--- config.mk ---
export PLATFORM = sky130hd
export DESIGN_NAME = id_ex_scoreboard_flat
export DESIGN_NICKNAME = d
export VERILOG_FILES = /design/src/rtl/id_ex_scoreboard_if.sv /design/src/rtl/id_ex_scoreboard.sv /design/src/flat_wrapper.sv
export SDC_FILE = /design/constraint.sdc
export NUM_CORES = 1
export LEC_CHECK = 0
export BUFFER_PORTS_ARGS = -buffer_cell sky130_fd_sc_hd__buf_4
export CORE_MARGIN = 4
export CORE_UTILIZATION = 44
export CTS_BUF_LIST = sky130_fd_sc_hd__clkbuf_16
export DETAILED_ROUTE_END_ITERATION = 16
export GPL_TIMING_DRIVEN = 1
export PLACE_DENSITY = 0.86
export SYNTH_ARGS = -nofsm -noshare
export SYNTH_HDL_FRONTEND = slang
export SYNTH_SLANG_ARGS = --single-unit
--- constraint.sdc ---
create_clock -name clk -period 4.7 [get_ports clk]
set_input_delay 0.47 -clock clk [delete_from_list [all_inputs] [get_ports clk]]
set_output_delay 0.47 -clock clk [all_outputs]
set_load 0.03 [all_outputs]
--- src/rtl/id_ex_scoreboard_if.sv ---
// ID/EX boundary bundle: decode-side request, writeback commit, EX handshake
// and the registered ID/EX payload plus scoreboard observation outputs.
interface id_ex_scoreboard_if;
    logic        id_valid;
    logic [4:0]  rs_addr;
    logic [4:0]  rt_addr;
    logic        uses_rs;
    logic        uses_rt;
    logic [4:0]  wr_addr;
    logic        reg_write_cu;
    logic [31:0] rd_data1;
    logic [31:0] rd_data2;
    logic [31:0] sgn_ext_imm;
    logic [7:0]  ctrl_in;
    logic        wb_write;
    logic [4:0]  wb_addr;
    logic        ex_ready;
    logic        flush;

    logic        ex_valid;
    logic [31:0] ex_rd_data1;
    logic [31:0] ex_rd_data2;
    logic [31:0] ex_imm;
    logic [4:0]  ex_wr_addr;
    logic        ex_reg_write;
    logic [7:0]  ex_ctrl;
    logic        id_stall;
    logic [31:0] busy_vec;
    logic [1:0]  state;
    logic [15:0] stall_count;

    modport master (
        output id_valid, rs_addr, rt_addr, uses_rs, uses_rt, wr_addr, reg_write_cu,
               rd_data1, rd_data2, sgn_ext_imm, ctrl_in, wb_write, wb_addr,
               ex_ready, flush,
        input  ex_valid, ex_rd_data1, ex_rd_data2, ex_imm, ex_wr_addr, ex_reg_write,
               ex_ctrl, id_stall, busy_vec, state, stall_count
    );

    modport slave (
        input  id_valid, rs_addr, rt_addr, uses_rs, uses_rt, wr_addr, reg_write_cu,
               rd_data1, rd_data2, sgn_ext_imm, ctrl_in, wb_write, wb_addr,
               ex_ready, flush,
        output ex_valid, ex_rd_data1, ex_rd_data2, ex_imm, ex_wr_addr, ex_reg_write,
               ex_ctrl, id_stall, busy_vec, state, stall_count
    );
endinterface

--- src/rtl/id_ex_scoreboard.sv ---
// ID/EX pipeline register with a register-busy scoreboard.
// Decode is held while a source (RAW) or destination (WAW) register has an
// outstanding writer, or while EX applies backpressure.
//
//   state | meaning
//   ------+-----------------------------------------------------------
//   RUN   | last cycle had no stall cause (idle, issued or flushed)
//   RAW   | last cycle the decode instruction hit a busy register
//   BP    | last cycle EX was not ready for a hazard-free instruction
module id_ex_scoreboard (
    input  logic              clk,
    input  logic              reset,
    id_ex_scoreboard_if.slave bus
);

    typedef enum logic [1:0] {
        RUN = 2'd0,
        RAW = 2'd1,
        BP  = 2'd2
    } state_t;

    logic [31:0] r_busy;
    state_t      r_state;
    logic [15:0] r_stall_count;
    logic        r_ex_valid;
    logic [31:0] r_ex_rd_data1;
    logic [31:0] r_ex_rd_data2;
    logic [31:0] r_ex_imm;
    logic [4:0]  r_ex_wr_addr;
    logic        r_ex_reg_write;
    logic [7:0]  r_ex_ctrl;

    logic        w_rs_hit;
    logic        w_rt_hit;
    logic        w_wr_hit;
    logic        w_dst_nz;
    logic        w_hazard;
    logic        w_issue;
    logic        w_stall;
    logic [31:0] w_set_vec;
    logic [31:0] w_clr_vec;
    logic [31:0] w_busy_next;
    state_t      w_state_next;

    // Hazards look only at the registered scoreboard: a writeback clear is
    // not bypassed and becomes visible one cycle later.
    assign w_dst_nz = (bus.wr_addr != 5'd0);
    assign w_rs_hit = bus.uses_rs & (bus.rs_addr != 5'd0) & r_busy[bus.rs_addr];
    assign w_rt_hit = bus.uses_rt & (bus.rt_addr != 5'd0) & r_busy[bus.rt_addr];
    assign w_wr_hit = bus.reg_write_cu & w_dst_nz & r_busy[bus.wr_addr];
    assign w_hazard = bus.id_valid & (w_rs_hit | w_rt_hit | w_wr_hit);
    assign w_issue  = bus.id_valid & ~w_hazard & bus.ex_ready & ~bus.flush;
    assign w_stall  = bus.id_valid & ~w_issue & ~bus.flush;

    // Set is applied after clear so a same-edge collision leaves the bit set;
    // r0 is never tracked.
    assign w_set_vec   = (w_issue & bus.reg_write_cu & w_dst_nz) ? (32'd1 << bus.wr_addr) : 32'd0;
    assign w_clr_vec   = (bus.wb_write & (bus.wb_addr != 5'd0)) ? (32'd1 << bus.wb_addr) : 32'd0;
    assign w_busy_next = ((r_busy & ~w_clr_vec) | w_set_vec) & ~32'd1;

    // Next-state selection; a RAW/WAW hit outranks backpressure.
    always_comb begin
        w_state_next = RUN;
        if (bus.id_valid & w_hazard & ~bus.flush) begin
            w_state_next = RAW;
        end else if (bus.id_valid & ~bus.ex_ready & ~bus.flush) begin
            w_state_next = BP;
        end
    end

    // Scoreboard, stall-reason state and saturating stall counter.
    always_ff @(posedge clk or posedge reset) begin
        if (reset) begin
            r_busy        <= 32'd0;
            r_state       <= RUN;
            r_stall_count <= 16'd0;
        end else begin
            r_busy  <= w_busy_next;
            r_state <= w_state_next;
            if (w_stall && (r_stall_count != 16'hFFFF)) begin
                r_stall_count <= r_stall_count + 16'd1;
            end
        end
    end

    // ID/EX payload: load on issue, bubble when EX is ready with nothing to
    // issue, hold everything (even under flush) when EX is not ready.
    always_ff @(posedge clk or posedge reset) begin
        if (reset) begin
            r_ex_valid     <= 1'b0;
            r_ex_reg_write <= 1'b0;
            r_ex_rd_data1  <= 32'd0;
            r_ex_rd_data2  <= 32'd0;
            r_ex_imm       <= 32'd0;
            r_ex_wr_addr   <= 5'd0;
            r_ex_ctrl      <= 8'd0;
        end else if (bus.ex_ready) begin
            if (w_issue) begin
                r_ex_valid     <= 1'b1;
                r_ex_reg_write <= bus.reg_write_cu & w_dst_nz;
                r_ex_rd_data1  <= bus.rd_data1;
                r_ex_rd_data2  <= bus.rd_data2;
                r_ex_imm       <= bus.sgn_ext_imm;
                r_ex_wr_addr   <= bus.wr_addr;
                r_ex_ctrl      <= bus.ctrl_in;
            end else begin
                r_ex_valid     <= 1'b0;
                r_ex_reg_write <= 1'b0;
            end
        end
    end

    assign bus.ex_valid     = r_ex_valid;
    assign bus.ex_rd_data1  = r_ex_rd_data1;
    assign bus.ex_rd_data2  = r_ex_rd_data2;
    assign bus.ex_imm       = r_ex_imm;
    assign bus.ex_wr_addr   = r_ex_wr_addr;
    assign bus.ex_reg_write = r_ex_reg_write;
    assign bus.ex_ctrl      = r_ex_ctrl;
    assign bus.id_stall     = w_stall;
    assign bus.busy_vec     = r_busy;
    assign bus.state        = r_state;
    assign bus.stall_count  = r_stall_count;

endmodule
--- src/flat_wrapper.sv ---
// flat-port wrapper written by rule: the top's interface ports become plain ports
module id_ex_scoreboard_flat 
  (clk, reset, bus_id_valid, bus_rs_addr, bus_rt_addr, bus_uses_rs, bus_uses_rt, bus_wr_addr, bus_reg_write_cu, bus_rd_data1, bus_rd_data2, bus_sgn_ext_imm, bus_ctrl_in, bus_wb_write, bus_wb_addr, bus_ex_ready, bus_flush, bus_ex_valid, bus_ex_rd_data1, bus_ex_rd_data2, bus_ex_imm, bus_ex_wr_addr, bus_ex_reg_write, bus_ex_ctrl, bus_id_stall, bus_busy_vec, bus_state, bus_stall_count);
  id_ex_scoreboard_if bus_i ();
  input  logic clk;
  input  logic reset;
  input wire logic [$bits(bus_i.id_valid)-1:0] bus_id_valid;
  input wire logic [$bits(bus_i.rs_addr)-1:0] bus_rs_addr;
  input wire logic [$bits(bus_i.rt_addr)-1:0] bus_rt_addr;
  input wire logic [$bits(bus_i.uses_rs)-1:0] bus_uses_rs;
  input wire logic [$bits(bus_i.uses_rt)-1:0] bus_uses_rt;
  input wire logic [$bits(bus_i.wr_addr)-1:0] bus_wr_addr;
  input wire logic [$bits(bus_i.reg_write_cu)-1:0] bus_reg_write_cu;
  input wire logic [$bits(bus_i.rd_data1)-1:0] bus_rd_data1;
  input wire logic [$bits(bus_i.rd_data2)-1:0] bus_rd_data2;
  input wire logic [$bits(bus_i.sgn_ext_imm)-1:0] bus_sgn_ext_imm;
  input wire logic [$bits(bus_i.ctrl_in)-1:0] bus_ctrl_in;
  input wire logic [$bits(bus_i.wb_write)-1:0] bus_wb_write;
  input wire logic [$bits(bus_i.wb_addr)-1:0] bus_wb_addr;
  input wire logic [$bits(bus_i.ex_ready)-1:0] bus_ex_ready;
  input wire logic [$bits(bus_i.flush)-1:0] bus_flush;
  output wire logic [$bits(bus_i.ex_valid)-1:0] bus_ex_valid;
  output wire logic [$bits(bus_i.ex_rd_data1)-1:0] bus_ex_rd_data1;
  output wire logic [$bits(bus_i.ex_rd_data2)-1:0] bus_ex_rd_data2;
  output wire logic [$bits(bus_i.ex_imm)-1:0] bus_ex_imm;
  output wire logic [$bits(bus_i.ex_wr_addr)-1:0] bus_ex_wr_addr;
  output wire logic [$bits(bus_i.ex_reg_write)-1:0] bus_ex_reg_write;
  output wire logic [$bits(bus_i.ex_ctrl)-1:0] bus_ex_ctrl;
  output wire logic [$bits(bus_i.id_stall)-1:0] bus_id_stall;
  output wire logic [$bits(bus_i.busy_vec)-1:0] bus_busy_vec;
  output wire logic [$bits(bus_i.state)-1:0] bus_state;
  output wire logic [$bits(bus_i.stall_count)-1:0] bus_stall_count;
  assign bus_i.id_valid = bus_id_valid;
  assign bus_i.rs_addr = bus_rs_addr;
  assign bus_i.rt_addr = bus_rt_addr;
  assign bus_i.uses_rs = bus_uses_rs;
  assign bus_i.uses_rt = bus_uses_rt;
  assign bus_i.wr_addr = bus_wr_addr;
  assign bus_i.reg_write_cu = bus_reg_write_cu;
  assign bus_i.rd_data1 = bus_rd_data1;
  assign bus_i.rd_data2 = bus_rd_data2;
  assign bus_i.sgn_ext_imm = bus_sgn_ext_imm;
  assign bus_i.ctrl_in = bus_ctrl_in;
  assign bus_i.wb_write = bus_wb_write;
  assign bus_i.wb_addr = bus_wb_addr;
  assign bus_i.ex_ready = bus_ex_ready;
  assign bus_i.flush = bus_flush;
  assign bus_ex_valid = bus_i.ex_valid;
  assign bus_ex_rd_data1 = bus_i.ex_rd_data1;
  assign bus_ex_rd_data2 = bus_i.ex_rd_data2;
  assign bus_ex_imm = bus_i.ex_imm;
  assign bus_ex_wr_addr = bus_i.ex_wr_addr;
  assign bus_ex_reg_write = bus_i.ex_reg_write;
  assign bus_ex_ctrl = bus_i.ex_ctrl;
  assign bus_id_stall = bus_i.id_stall;
  assign bus_busy_vec = bus_i.busy_vec;
  assign bus_state = bus_i.state;
  assign bus_stall_count = bus_i.stall_count;
  id_ex_scoreboard u_core (.clk(clk), .reset(reset), .bus(bus_i));
endmodule
==> summary.txt <==
Status
  • Status: completed

Clocking
  • Clock buffer depth: 2
  • Worst skew pair latency: 420 ps
  • CTS tree: yes
  • CTS Buf Count: 17
  • CTS Sinks: 160
  • CTS clock-pin slew for the worst setup and hold paths: 70 ps
  • Resized cells post-CTS: 0
  • Clk root buf: clkbuf_16
  • CTS Hold Bufs: 0
  • Postcts setup bufs: 0
  • CTS H-Tree Depth: 4

Drt
  • DRT Wirelength: about 22 mm
  • First-pass DRT Iterations: 5
  • Via density: 5.55
  • DR WL/cell: between 20 and 25 µm
  • DRT iter0 DRCs: 470
  • Detail Route Antenna Nets: 0
  • DR vias: a little under 6000
  • # DRC: 0

Yosys
  • Asr flop ratio synth: 100%
  • Post-synth EDFFs: 0
  • Syn_area_per_cell: around 13 µm²
  • Main synth FF type: dfrtp_1
  • Mapped Nets: 680
  • Area share of the largest cell type after synthesis: 55.0%
  • Synth Register Bits: 160
  • Total of warnings raised by yosys: 0
  • Synthesized cell area: 7280 µm²
  • Top cells by area, synth: dfrtp_1 55%, mux2_2 13%, mux4_2 4.9%
  • Mapped Cells: between 500 and 600
  • Sequential fraction of the synthesis area: between 50% and 60%
  • Yosys top cell by area: dfrtp_1
  • Netlist cell types: 50

Worst setup path
  • Delay-heaviest family, CP: simple AND/OR/NAND/NOR gates
  • Most frequent CP cell: buf_4
  • CP required: 5000 ps
  • R2R depth: 10
  • Critical path buffer and inverter count: 2
  • WP data arrival: 3890 ps
  • Critical Path Start Type: flop
  • Slowest stage cell, crit path: and2_4
  • Reg-to-Reg Start: u_core.bus.busy_vec[24]
  • R2r endpoint: u_core.bus.ex_rd_data2[19]
  • CP Cell Sequence: nor2b_1 > a2111oi_0 > a22oi_1 > a31oi_1 > a211oi_1 > nor4b_4 > buf_4 > and2_4 > buf_4 > mux2_2
  • Critical Path End: u_core.bus.ex_rd_data2[19]
  • Endpoint class of the critical path: flop
  • Critical Path Source: u_core.bus.busy_vec[24]
  • CP Class: flop to flop
  • Worst Path Max Fanout: 42
  • CP Depth: 10
  • CP peak stage delay: between 500 and 600 ps
  • Reg2Reg Setup Slack: around 1100 ps

Flow run
  • Maximum capacitance violations: 0

Pwr
  • Leak: about 4.8 nW
  • Internal Pwr Total: between 3 and 4 mW
  • Max VDD drop: roughly 310 µV
  • Net Sw Power: around 1.7 mW
  • Clock share of power: around 29%
  • Power Density: approximately 470 nW/µm²
  • Part of the power in combinational logic: 32.9%
  • Flop pwr share: a little under two fifths
  • Power Total: 4.85 mW
  • Switching portion of total power: a little over a third

Global routing
  • First-pass GRT wire length: roughly 33 mm
  • Initial antenna violation count: 0
  • Largest net degree at the start of global routing: about 120
  • Vias in the first global route: roughly 6000
  • Total GRT Usage: 23.2%
  • Total grt overflow: 0

Placement
  • Placed Instances: 1031
  • Port buffer count: ~300
  • DP Wirelength: 16.7 mm
  • Placer Congestion: just over 0.9

Die
  • Row count: 46
  • Die area: 18700 µm²
  • Initial Util: approximately 45%
  • Die width: roughly 140 µm
  • I/O Pins: a little under 300
  • Total core area: 16100 µm²
  • Die height: 137 µm

Final layout
  • Most frequent cells in the layout: 297 x buf_4, 160 x dfrtp_1, 86 x mux2_2
  • Share of cells above drive strength 1: 51.9%
  • Number of inserted diodes: 0
  • Most common cell after layout, fill and taps aside: buf_4
  • Area Overhead vs Synth: 40.8%
  • Layout Nets: 968
  • Non-filler cells, final: roughly 1100

Timing
  • Final Cycle Share: between 70 and 80%
  • Fmax: ~0.28 GHz
  • Setup_tns: 0 ps
  • Worst Tran Pin Value: 863 ps
  • Tmin final: 3590 ps
  • Clock Skew: 11.8 ps
  • Worst slew margin: between 40% and 50%
  • Final Hold Vio Count: 0
  • Final setup viols: 0
  • RSZ-0062 raised after global routing: no
  • Fin. max-slew vios: 0

Worst hold path
  • Min-delay worst type: primary input to async pin
## worst min-delay path by stage
stage / endpoint / slack (ps)
2_1_floorplan: u_core.bus.state[1] / 540
3_3_place_gp: u_core.bus.ex_ctrl[5] / 470
3_5_place_dp: u_core.bus.ex_rd_data1[2] / 480
4_1_cts: u_core.bus.busy_vec[29] / 220
5_1_grt: u_core.bus.ex_rd_data1[16] / 250
6_report: u_core.bus.busy_vec[24] / 230
## cell families after synthesis
kind of cell	count (synthesis)	share of synthesized area, %
other cells	1	0.0515
fa+ha+maj	1	0.172
simple gates	100	7.66
xor+xnor	12	1.44
buf+inv	39	3.14
flops	160	55.0
compound gates	88	7.87
mux	145	24.7
## cell type report
| cell class | count | area (µm²) |
|---|---|---|
| inverter | 8 | 33.8 |
| timing repair buffer | 300 | 2290 |
| sequential | 160 | 4000 |
| fill | 1211 | 5800 |
| clock buffer | 17 | 425 |
| tap | 216 | 270 |
| clock inverter | 15 | 171 |
| multi-input combinational | 347 | 3060 |
## registers in the layout, indices dropped and copies added, names as in the netlist
register	count
u_core.bus.ex_valid	1
u_core.bus.state	2
u_core.bus.ex_rd_data1	32
u_core.bus.ex_reg_write	1
u_core.bus.ex_rd_data2	32
u_core.bus.ex_imm	32
u_core.bus.ex_wr_addr	5
u_core.bus.ex_ctrl	8
u_core.bus.stall_count	16
u_core.bus.busy_vec	31
## power groups by stage
stage / registers (mW) / clock network [mW] / logic, mW
floorplan: 2.39 / 0 / 0.374
global placement: 1.86 / 0 / 1.57
detailed placement: 1.87 / 0 / 1.61
CTS: 1.85 / 1.43 / 1.61
global route: 1.89 / 1.49 / 1.68
finish: 1.86 / 1.40 / 1.60
## cells in the mapped netlist (2+ instances only)
library cell,count
buf_2,9
o31ai_1,34
inv_1,8
nor3b_1,2
nor2b_1,6
dfrtp_1,160
nand2b_1,5
nand2_1,23
nor4b_1,2
nor4_1,8
nor3_1,4
o21ai_0,35
mux2_1,30
xnor2_1,3
mux4_2,16
o41ai_1,3
buf_1,2
a21oi_1,3
mux2i_1,13
nor2_1,10
clkbuf_1,5
xor2_1,9
nand4_1,6
mux2_2,86
nand3_1,15
or3b_2,3
buf_4,11
a311oi_1,2
a31oi_1,3
buf_6,4
nand3b_1,7
## stage by stage
stage                     util (%)  cell area [µm²]  hold WS (ps)  setup slack (ps)
after floorplan                  -             7290           540              1820
after global placement        60.1             9660           468              1000
after detailed placement      60.1             9660           477               929
after CTS                     63.9            10300           223              1120
after global routing          63.9            10300           247               892
final                         63.9            10300           226              1110
## per-layer routing
metal / vias to the layer above / share of wire (%) / track usage (%)
met4: 0 / 2.9 / 8.51
met3: 56 / 10 / 8.60
met2: 331 / 50 / 37.4
li1: 2616 / - / -
met1: 2897 / 37 / 28.6
met5: - / 0 / 0
Power figures use the tool's default switching activity.
